$ cat config.mk
export PLATFORM = sky130hd
export DESIGN_NAME = statem_monitor
export DESIGN_NICKNAME = d
export VERILOG_FILES = /design/src/rtl/statem_monitor.sv
export SDC_FILE = /design/constraint.sdc
export NUM_CORES = 1
export LEC_CHECK = 0
export CAP_MARGIN = 20
export CORE_UTILIZATION = 52
export CTS_CLUSTER_SIZE = 24
export DETAILED_ROUTE_END_ITERATION = 10
export GPL_ROUTABILITY_DRIVEN = 1
export MAX_ROUTING_LAYER = met4
export PLACE_DENSITY = 0.92
export SETUP_SLACK_MARGIN = 0.1
export SLEW_MARGIN = 10
export SYNTH_ARGS = -nofsm -noshare
export SYNTH_HDL_FRONTEND = slang
export SYNTH_SLANG_ARGS = --single-unit
$ cat constraint.sdc
create_clock -name clk -period 4.5 [get_ports clk]
set_clock_uncertainty 0.2 [all_clocks]
set_input_delay 0.9 -clock clk [delete_from_list [all_inputs] [get_ports clk]]
set_output_delay 0.9 -clock clk [all_outputs]
set_load 0.03 [all_outputs]
$ cat src/rtl/statem_monitor.sv
// Protocol monitor for a four-state sequencer: decodes its one-hot-ish output code,
// flags illegal codes/transitions, infers the state-one branch input and counts cycles.
module statem_monitor #(
    parameter int CNT_W = 8
) (
    input  logic             clk,
    input  logic             reset,
    input  logic [3:0]       code_in,
    input  logic             code_vld,
    input  logic             err_clr,
    output logic             locked,
    output logic [1:0]       state_dec,
    output logic             in_est,
    output logic             in_est_vld,
    output logic             err,
    output logic [7:0]       err_code,
    output logic [CNT_W-1:0] cyc_full,
    output logic [CNT_W-1:0] cyc_short
);

    typedef enum logic {
        HUNT   = 1'b0,
        LOCKED = 1'b1
    } mon_state_t;

    localparam logic [CNT_W-1:0] CNT_MAX = '1;
    localparam logic [CNT_W-1:0] CNT_ONE = CNT_W'(1);

    mon_state_t       state, state_nxt;
    logic             code_legal, trans_ok;
    logic [1:0]       code_dec;
    logic             ev_lock, ev_ok, ev_err;
    logic [3:0]       prev_raw;

    logic [1:0]       state_dec_nxt;
    logic             in_est_nxt, in_est_vld_nxt, err_nxt;
    logic [7:0]       err_code_nxt;
    logic [CNT_W-1:0] cyc_full_nxt, cyc_short_nxt;

    // code_vld is a qualifier only: there is no back-pressure, a sample is taken on
    // every rising edge where code_vld is high and ignored otherwise.
    always_ff @(posedge clk) begin
        if (!reset) state <= HUNT;
        else        state <= state_nxt;
    end

    always_comb begin
        code_legal = 1'b1;
        code_dec   = 2'd0;
        case (code_in)
            4'b0000: code_dec = 2'd0;
            4'b0001: code_dec = 2'd1;
            4'b0010: code_dec = 2'd2;
            4'b0100: code_dec = 2'd3;
            default: code_legal = 1'b0;
        endcase

        trans_ok = 1'b0;
        case (state_dec)
            2'd0: trans_ok = (code_dec == 2'd1);
            2'd1: trans_ok = (code_dec == 2'd0) || (code_dec == 2'd2);
            2'd2: trans_ok = (code_dec == 2'd3);
            2'd3: trans_ok = (code_dec == 2'd0);
            default: trans_ok = 1'b0;
        endcase

        ev_lock = code_vld && (state == HUNT) && (code_in == 4'b0000);
        ev_ok   = code_vld && (state == LOCKED) && code_legal && trans_ok;
        ev_err  = code_vld && (state == LOCKED) && !(code_legal && trans_ok);

        state_nxt = state;
        if (ev_lock) state_nxt = LOCKED;
        if (ev_err)  state_nxt = HUNT;
    end

    // While locked, state_dec doubles as the previous sequencer state.
    always_comb begin
        prev_raw = (state_dec == 2'd3) ? 4'b0100 : {2'b00, state_dec};

        state_dec_nxt = state_dec;
        if (ev_lock) state_dec_nxt = 2'd0;
        if (ev_ok)   state_dec_nxt = code_dec;

        in_est_vld_nxt = ev_ok && (state_dec == 2'd1);
        in_est_nxt     = in_est_vld_nxt ? (code_dec == 2'd0) : in_est;

        cyc_short_nxt = cyc_short;
        if (ev_ok && (state_dec == 2'd1) && (code_dec == 2'd0) && (cyc_short != CNT_MAX))
            cyc_short_nxt = cyc_short + CNT_ONE;

        cyc_full_nxt = cyc_full;
        if (ev_ok && (state_dec == 2'd3) && (cyc_full != CNT_MAX))
            cyc_full_nxt = cyc_full + CNT_ONE;

        // A new error beats a simultaneous clear; otherwise the first error is kept.
        err_nxt      = err;
        err_code_nxt = err_code;
        if (err_clr) begin
            err_nxt      = 1'b0;
            err_code_nxt = 8'h00;
        end
        if (ev_err) begin
            err_nxt = 1'b1;
            if (!err || err_clr) err_code_nxt = {prev_raw, code_in};
        end
    end

    always_ff @(posedge clk) begin
        if (!reset) begin
            state_dec  <= 2'd0;
            in_est     <= 1'b0;
            in_est_vld <= 1'b0;
            err        <= 1'b0;
            err_code   <= 8'h00;
            cyc_full   <= '0;
            cyc_short  <= '0;
        end else begin
            state_dec  <= state_dec_nxt;
            in_est     <= in_est_nxt;
            in_est_vld <= in_est_vld_nxt;
            err        <= err_nxt;
            err_code   <= err_code_nxt;
            cyc_full   <= cyc_full_nxt;
            cyc_short  <= cyc_short_nxt;
        end
    end

    assign locked = (state == LOCKED);

endmodule

# Yosys cells after proc, flatten, opt, wreduce, memory -nomap -nowiden
# Index checks and enable logic that the tools add are counted.
# W data, S select, Z words.
# word_totals
reg_bits	30
input_bits	8
output_inout_bits	30
wordCells	57
# op_classes
add_sub_neg	2
n_eq_ne	11
n_mux	11
bitwise	2
n_reduce_logical	23
# ops
operator	n
$mux W8	3
$add A8 B1 Y8 const B	2
$ne A8 B8 Y1 const B	2
$logic_and A1 B1 Y1	12
$eq A2 B2 Y1 const B	4
$pmux W2 S3	1
$eq A2 B1 Y1 const B	2
$eq A4 B1 Y1 const B	1
$eq A4 B2 Y1 const B	1
$eq A4 B3 Y1 const B	1
$logic_not A2 Y1	2
$logic_not A4 Y1	1
$mux W2	2
$pmux W1 S4	1
$reduce_bool A2 Y1	2
$reduce_or A4 Y1	1
$mux W1	3
$mux W3	1
$logic_not A1 Y1	2
$logic_or A1 B1 Y1	2
$not A1 Y1	2
$reduce_or A2 Y1	1

# Depth between registers and ports, before layout
# Gate-level depths: netlist of the first run.
# depth
ltp_word	9
ltp_mapped	7
ltp_nobuf	5

# Worst setup path before layout of the first run
# OpenSTA, ideal clock, no wires.
# synth_timing
path_kind	in2reg
startpoint	input port code_in[2]
endpoint	register cyc_full[2]
setup_time_ns	0.115
arrival_ns	2.193
t_required_ns	4.185
path_slack_ns	1.993
cell_stages	7
path_buffers	2
cell_sequence	buf_2 or2_2 nor2_4 a22oi_2 buf_2 o31a_1 o21a_1
# synth_via
elab_chain_len	8
elab_cells_between_ends	17
classes_between	eq/ne (6); mux (3); reduce/logical (8)
# synth_lines
element	line_no	text
start, declared	8	input logic [3:0] code_in,
$eq A4 B3 Y1, or another cell as far along	50	case (code_in)
$pmux W2 S3	50	
$eq A2 B2 Y1 / $logic_not A2 Y1 (equally long branches)	61, 63	
$logic_or A1 B1 Y1	61	2'd1: trans_ok = (code_dec == 2'd0) || (code_dec == 2'd2);
$pmux W1 S4	59	case (state_dec)
$logic_and A1 B1 Y1 (*)	68	ev_ok = code_vld && (state == LOCKED) && code_legal && trans_ok;
$logic_and A1 B1 Y1 (*) (2 in series)	92	if (ev_ok && (state_dec == 2'd3) && (cyc_full != CNT_MAX))
end signal, assigned	123	cyc_full <= cyc_full_nxt;
end, declared	17	output logic [CNT_W-1:0] cyc_full,
# Every way passes the cells marked *; elsewhere a longest branch is shown, timed or not.
# A chain may end at the register's enable or synchronous reset.

# Final worst setup path of the first run
# layout_timing
startpoint	input port code_in[0]
endpoint	register cyc_full[6]
# Same word-level chain as after synthesis.

==> results of run 1 <==
-- cells by family (layout without fill, tap and decap cells) --
kind of cell               Yosys count  in the layout  synth area share [%]
and+or+nand+nor                     81             81                 31.73
AOI/OAI and AO/OA                   33             33                 15.07
DFF                                 30             30                 40.40
buffers and inverters               13             49                 3.535
xor gates and xnor gates             6              6                 3.535
muxes                                6              6                 4.041
adders and majority gates            2              2                 1.683
-- sequential cells by signal (all words and copies together) (netlist names) --
name,count
err_code,8
in_est_vld,1
err,1
cyc_full,8
state_dec,2
in_est,1
cyc_short,8
locked,1
-- cell usage in the layout (no fill, tap or decap), types with 2 or more instances in the layout --
cell	synthesis	final
clkdlybuf4s50_1	0	37
dfxtp_1	30	30
nand2_1	19	19
nor2_1	11	11
nand3_1	10	10
o21ai_0	9	9
a21oi_1	8	8
or4_1	6	6
xnor2_1	6	6
mux2i_1	6	6
nand4b_1	6	6
inv_1	5	5
nand2b_1	5	5
o31ai_1	5	5
clkbuf_4	0	5
nor2b_1	3	3
and4_1	3	3
nand4_1	3	3
nor4_1	3	3
or2_2	2	2
nand3b_1	2	2
nor3_1	2	2
ha_1	2	2
clkbuf_1	5	2
-- worst reg2reg max path, cell delays in order, from the launching register on --
cell	delay, ns
dfxtp_1	0.41
or3b_4	0.45
nor2_4	0.10
a22oi_2	0.20
or4_1	0.56
a21oi_1	0.16
-- layout make-up --
class	count	area [µm²]	area share (%)
well taps	31	38.79	2.034
multi-input cells	128	833.3	43.70
clock buffers	7	45.04	2.362
flip-flops and latches	30	600.6	31.50
inverters	5	18.77	0.9843
repair buffers	37	370.4	19.42
-- power by group through the flow --
stage / Clock [mW] / Sequential [mW] / Combinational, mW
global route: 0.161 / 0.266 / 0.0295
finish: 0.148 / 0.266 / 0.0273
global placement: 0 / 0.272 / 0.0259
detailed placement: 0 / 0.272 / 0.0268
CTS: 0.152 / 0.266 / 0.0270
floorplan: 0 / 0.272 / 0.0151
-- per-stage QoR --
stage	worst slack, ns	utilization [%]	instance area (µm²)	hold WS [ns]	cells
finish	1.617	69.75	1907	0.2912	238
global placement	1.395	68.10	1862	0.2638	231
CTS	1.633	69.75	1907	0.2958	238
floorplan	1.993	-	1486	0.3961	171
detailed placement	1.289	68.10	1862	0.2784	231
global route	1.484	69.75	1907	0.3204	238
-- path summary, 6_finish.rpt --
check,slack [ns],to,startpoint
max reg2reg,2.35,cyc_full[6]$_SDFFE_PN0P_,state_dec[0]$_SDFFE_PN0P_
min reg2reg,0.29,cyc_full[5]$_SDFFE_PN0P_,cyc_full[5]$_SDFFE_PN0P_
min,0.29,cyc_full[5]$_SDFFE_PN0P_,cyc_full[5]$_SDFFE_PN0P_
max,1.62,cyc_full[6]$_SDFFE_PN0P_,code_in[0]
-- layer usage --
metal	vias up	part of all wire (%)
met1	679	43
met4	0	1.8
met5	-	0
met2	41	49
li1	703	-
met3	7	5.8
==> flow_summary.toml, run 1 <==
[global_routing]
use_met2_pct = 41.48
grt_pass1_vias = 1354
busiest_layer = "met2"
grt_pass1_wl_um = 6003
antenna_found_initial = 0
grt_max_degree = 27
grt_use_met1_pct = 29.36
grt_usage_pct = 25.32
grtUsageMet3_pct = 6.323
overflow = 0

[timing]
min_period_ns = 2.883
max_freq_mhz = 346.8
timing.setup.tns_ns = 0
final_hold_viol_count = 0
min_period_over_period_pct = 64.08
rsz0062_at_grt = "false"
worst_slew_pin_slew_ns = 0.8870
slew_viol_final = 0
setup_violations = 0
timing.slew.headroom_pct = 40.68

[synthesis]
synth_seq_area_share_pct = 40.40
yosys_warnings = 0
syn_inst = 171
synthTopCellsByArea = "dfxtp_1 40%, nand2_1 4.8%, mux2i_1 4.0%, nand4b_1 3.5%, xnor2_1 3.5%"
syn_avg_cell_area_um2 = 8.693
synth.cell_area_um2 = 1486
synth.distinct_cells = 40
synth_edf_count = 0
yosysMostFrequentCell = "dfxtp_1"
synth_top_area_share_pct = 40.40
synth_common_cells = "30 x dfxtp_1, 19 x nand2_1, 11 x nor2_1"
synthArstFlopShare_pct = 0
syn-num-nets = 181
synth_top_cell_by_area = "dfxtp_1"
ys_ff_latch = 30
synth_flop_cell = "dfxtp_1"

[clock_network]
cts_tree = "built"
cts_resized = 0
clock_latency_ns = 0.33
ctsHtreeMaxLevel = 2
cts_buffer_depth = 2
cts.sinks = 30
clk_pin_slew_ns = 0.09
cts-root-buf = "clkbuf_4"
postCtsSetupBuffers = 0
postCtsHoldBufs = 0
cts-buffers-inserted = 5

[setup_path]
crit_required_ns = 4.55
slowest_delay_ns = 0.58
r2r_cells = 5
crit_path_end_kind = "flip-flop"
arrival_ns = 2.94
crit_fanout = 16
critPathKind = "primary input to flip-flop"
worst_path_max_delay_cell = "clkdlybuf4s50_1"
critPathBufInv = 1
cp-start-kind = "primary input"
critical_path_depth = 6
crit_family = "simple AND/OR/NAND/NOR gates"
cp_cell_sequence = "clkdlybuf4s50_1 > or3b_4 > nor2_4 > a22oi_2 > or4_1 > a21oi_1"

[layout]
synthToLayoutAreaGrowth_pct = 28.28
drive_gt1_share_pct = 6.280
fin_nets = 217
fillers = 219
diodes = 0

[place]
gp_congestion = 0.8953
dpl.hpwl_um = 2499
port_buffers = 37

[worst_hold_path]
whs_path_depth = 2
hp-class = "flip-flop to flip-flop"

[pwr]
p_switching_mw = 0.1048
ir_drop_mv = 0.2350
internal_power_mw = 0.3358
clkPwrFrac_pct = 33.5
p_comb_share_pct = 6.2
swShare_pct = 23.78
p_seq_share_pct = 60.3
p_total_mw = 0.4406
p_leak_nw = 0.6382
power.density_nw_per_um2 = 231.1

[flow_run]
max_cap_violations = 0

[floorplanning]
dieArea_um2 = 3076
die_h_um = 55.47
ios = 38
core_um2 = 2734
rows = 19
start_util_pct = 54.37
die_w_um = 55.47

[drt]
drt-total-wl_um = 3436
wl_per_cell_um = 14.44
num_vias = 1430
initialDrtViolationCount = 38
drt_first_pass_iters = 4
route.detailed.drc = 0
ant_nets = 0
vias_per_cell = 6.008

[run_status]
outcome = "completed"
No activity file was read; power rests on OpenSTA's default activity.
==> run 2: changes to the inputs <==
CORE_UTILIZATION = 48   (was 52)
PLACE_DENSITY = 0.87   (was 0.92)
clock period = 2.9 ns   (was 4.5 ns; I/O delays follow)
==> run 2 against run 1 <==
Against the previous run:
- the run now ends with design-rule violations left
- critical path depth did not move
- routed wire length up 2.5%
- critical endpoint is now cyc_full[3]$_SDFFE_PN0P_
- sequential power rose by 55%
- largest power group unchanged
- non-clock buffer count is 2 higher
- largest cell class unchanged
- worst hold slack worse by 0.0016 ns
- via count decreased by 1.7%
- clock-buffer cell count unchanged
- critical path type unchanged
- die area is 8.0% higher
- final cell count rose by 0.84%
- highest routed layer unchanged
==> flow_summary.toml, run 2 (synthesized netlist as in run 1, its figures left out) <==
[global_routing]
grtUsageMet3_pct = 4.911
grt_max_degree = 26
grt_usage_pct = 24.48
antenna_found_initial = 0
use_met2_pct = 39.70
grt_pass1_vias = 1380
grt_use_met1_pct = 28.43
grt_pass1_wl_um = 5989
overflow = 0
busiest_layer = "met2"

[floorplanning]
die_w_um = 57.65
start_util_pct = 52.11
rows = 19
ios = 38
core_um2 = 2853
die_h_um = 57.65
dieArea_um2 = 3324

[pwr]
ir_drop_mv = 0.2244
p_comb_share_pct = 6.5
swShare_pct = 23.50
p_switching_mw = 0.1605
p_leak_nw = 0.6478
p_seq_share_pct = 60.3
clkPwrFrac_pct = 33.2
power.density_nw_per_um2 = 355.6
internal_power_mw = 0.5228

[clock_network]
cts-buffers-inserted = 5
postCtsSetupBuffers = 0
cts.sinks = 30
postCtsHoldBufs = 0
ctsHtreeMaxLevel = 2
cts_buffer_depth = 2
cts-root-buf = "clkbuf_4"
clk_pin_slew_ns = 0.09
cts_tree = "built"
cts_resized = 0
clock_latency_ns = 0.33

[timing]
slew_viol_final = 0
timing.setup.tns_ns = 0
rsz0062_at_grt = "false"
setup_violations = 0
timing.slew.headroom_pct = 59.31
max_freq_mhz = 399.8
final_hold_viol_count = 0
min_period_over_period_pct = 86.25
worst_slew_pin_slew_ns = 0.6104
min_period_ns = 2.501
layout_setup_ws_ns = 0.3988

[drt]
vias_per_cell = 5.858
drt-total-wl_um = 3521
initialDrtViolationCount = 33
wl_per_cell_um = 14.67
drt_first_pass_iters = 7
route.detailed.drc = 4
num_vias = 1406
ant_nets = 0

[run_status]
violations = "design-rule violations"
outcome = "finished, violations left"

[place]
port_buffers = 37
dpl_worst_slack_ns = 0.06293
gp_congestion = 0.8714
dpl.hpwl_um = 2553
post-place-cells = 233

[setup_path]
crit_required_ns = 2.96
arrival_ns = 2.56
critPathKind = "primary input to flip-flop"
crit_path_end_kind = "flip-flop"
r2r-start = "state_dec[0]$_SDFFE_PN0P_"
crit_fanout = 16
critPathLaunch = "code_in[1]"
cp-start-kind = "primary input"

[layout]
final_common_cell = "clkdlybuf4s50_1"
fin_nets = 219
finalNonFillerCells = 240
diodes = 0
drive_gt1_share_pct = 7.177
layout_common_cells = "37 x clkdlybuf4s50_1, 30 x dfxtp_1, 19 x nand2_1"
finish.utilization_pct = 67.37
synthToLayoutAreaGrowth_pct = 29.29
reg_top3 = "cyc_full: 8 flops, cyc_short: 8 flops, err_code: 8 flops"

[worst_hold_path]
hp-class = "flip-flop to flip-flop"
holdCritStartpoint = "cyc_full[5]$_SDFFE_PN0P_"

[flow_run]
max_cap_violations = 0
==> run 2: cell count changes in the layout (fill, tap and decap cells not counted), sizes merged <==
cell  change
buf       +2
==> run 2: worst max-delay path, cell delays in order <==
cell and delay (ns):
clkdlybuf4s50_1 0.53, or2_2 0.40, nor2_4 0.13, a22oi_2 0.20, or4_1 0.55, a21oi_1 0.16
==> run 2: cell type report <==
type / instances / area [µm²]
timing repair buffer: 39 / 385.4
inverter: 5 / 18.77
multi-input combinational: 128 / 833.3
fill: 236 / 930.9
tap: 31 / 38.79
sequential: 30 / 600.6
clock buffer: 7 / 45.04
==> run 2: final timing paths <==
| check | end | slack (ns) | cells past startpoint |
|---|---|---|---|
| worst max-delay path | cyc_full[3]$_SDFFE_PN0P_ | 0.40 | 6 |
| worst min-delay path | cyc_full[5]$_SDFFE_PN0P_ | 0.29 | 2 |
| worst max register to register | cyc_full[3]$_SDFFE_PN0P_ | 0.75 | 5 |
| worst min register to register | cyc_full[5]$_SDFFE_PN0P_ | 0.29 | 2 |
==> run 2: power by group through the flow <==
stage	Sequential, mW	Combinational (mW)	Clock [mW]
after floorplan	0.422	0.0234	0
after global placement	0.422	0.0426	0
after detailed placement	0.422	0.0437	0
after CTS	0.412	0.0442	0.230
after global routing	0.412	0.0486	0.250
final	0.412	0.0446	0.227
==> run 2: per-layer routing <==
metal  part of all wire [%]  up-vias
li1                       -      708
met1                     45      651
met2                     48       39
met3                    4.9        8
met4                    2.0        0
met5                      0        -
==> run 2: metrics by stage <==
| stage | hold slack (ns) | area [µm²] | power [mW] |
|---|---|---|---|
| 2_1_floorplan | 0.3961 | 1486 | 0.4458 |
| 3_3_place_gp | 0.2662 | 1877 | 0.4644 |
| 3_5_place_dp | 0.2757 | 1877 | 0.4655 |
| 4_1_cts | 0.2890 | 1922 | 0.6861 |
| 5_1_grt | 0.3035 | 1922 | 0.7109 |
| 6_report | 0.2897 | 1922 | 0.6833 |
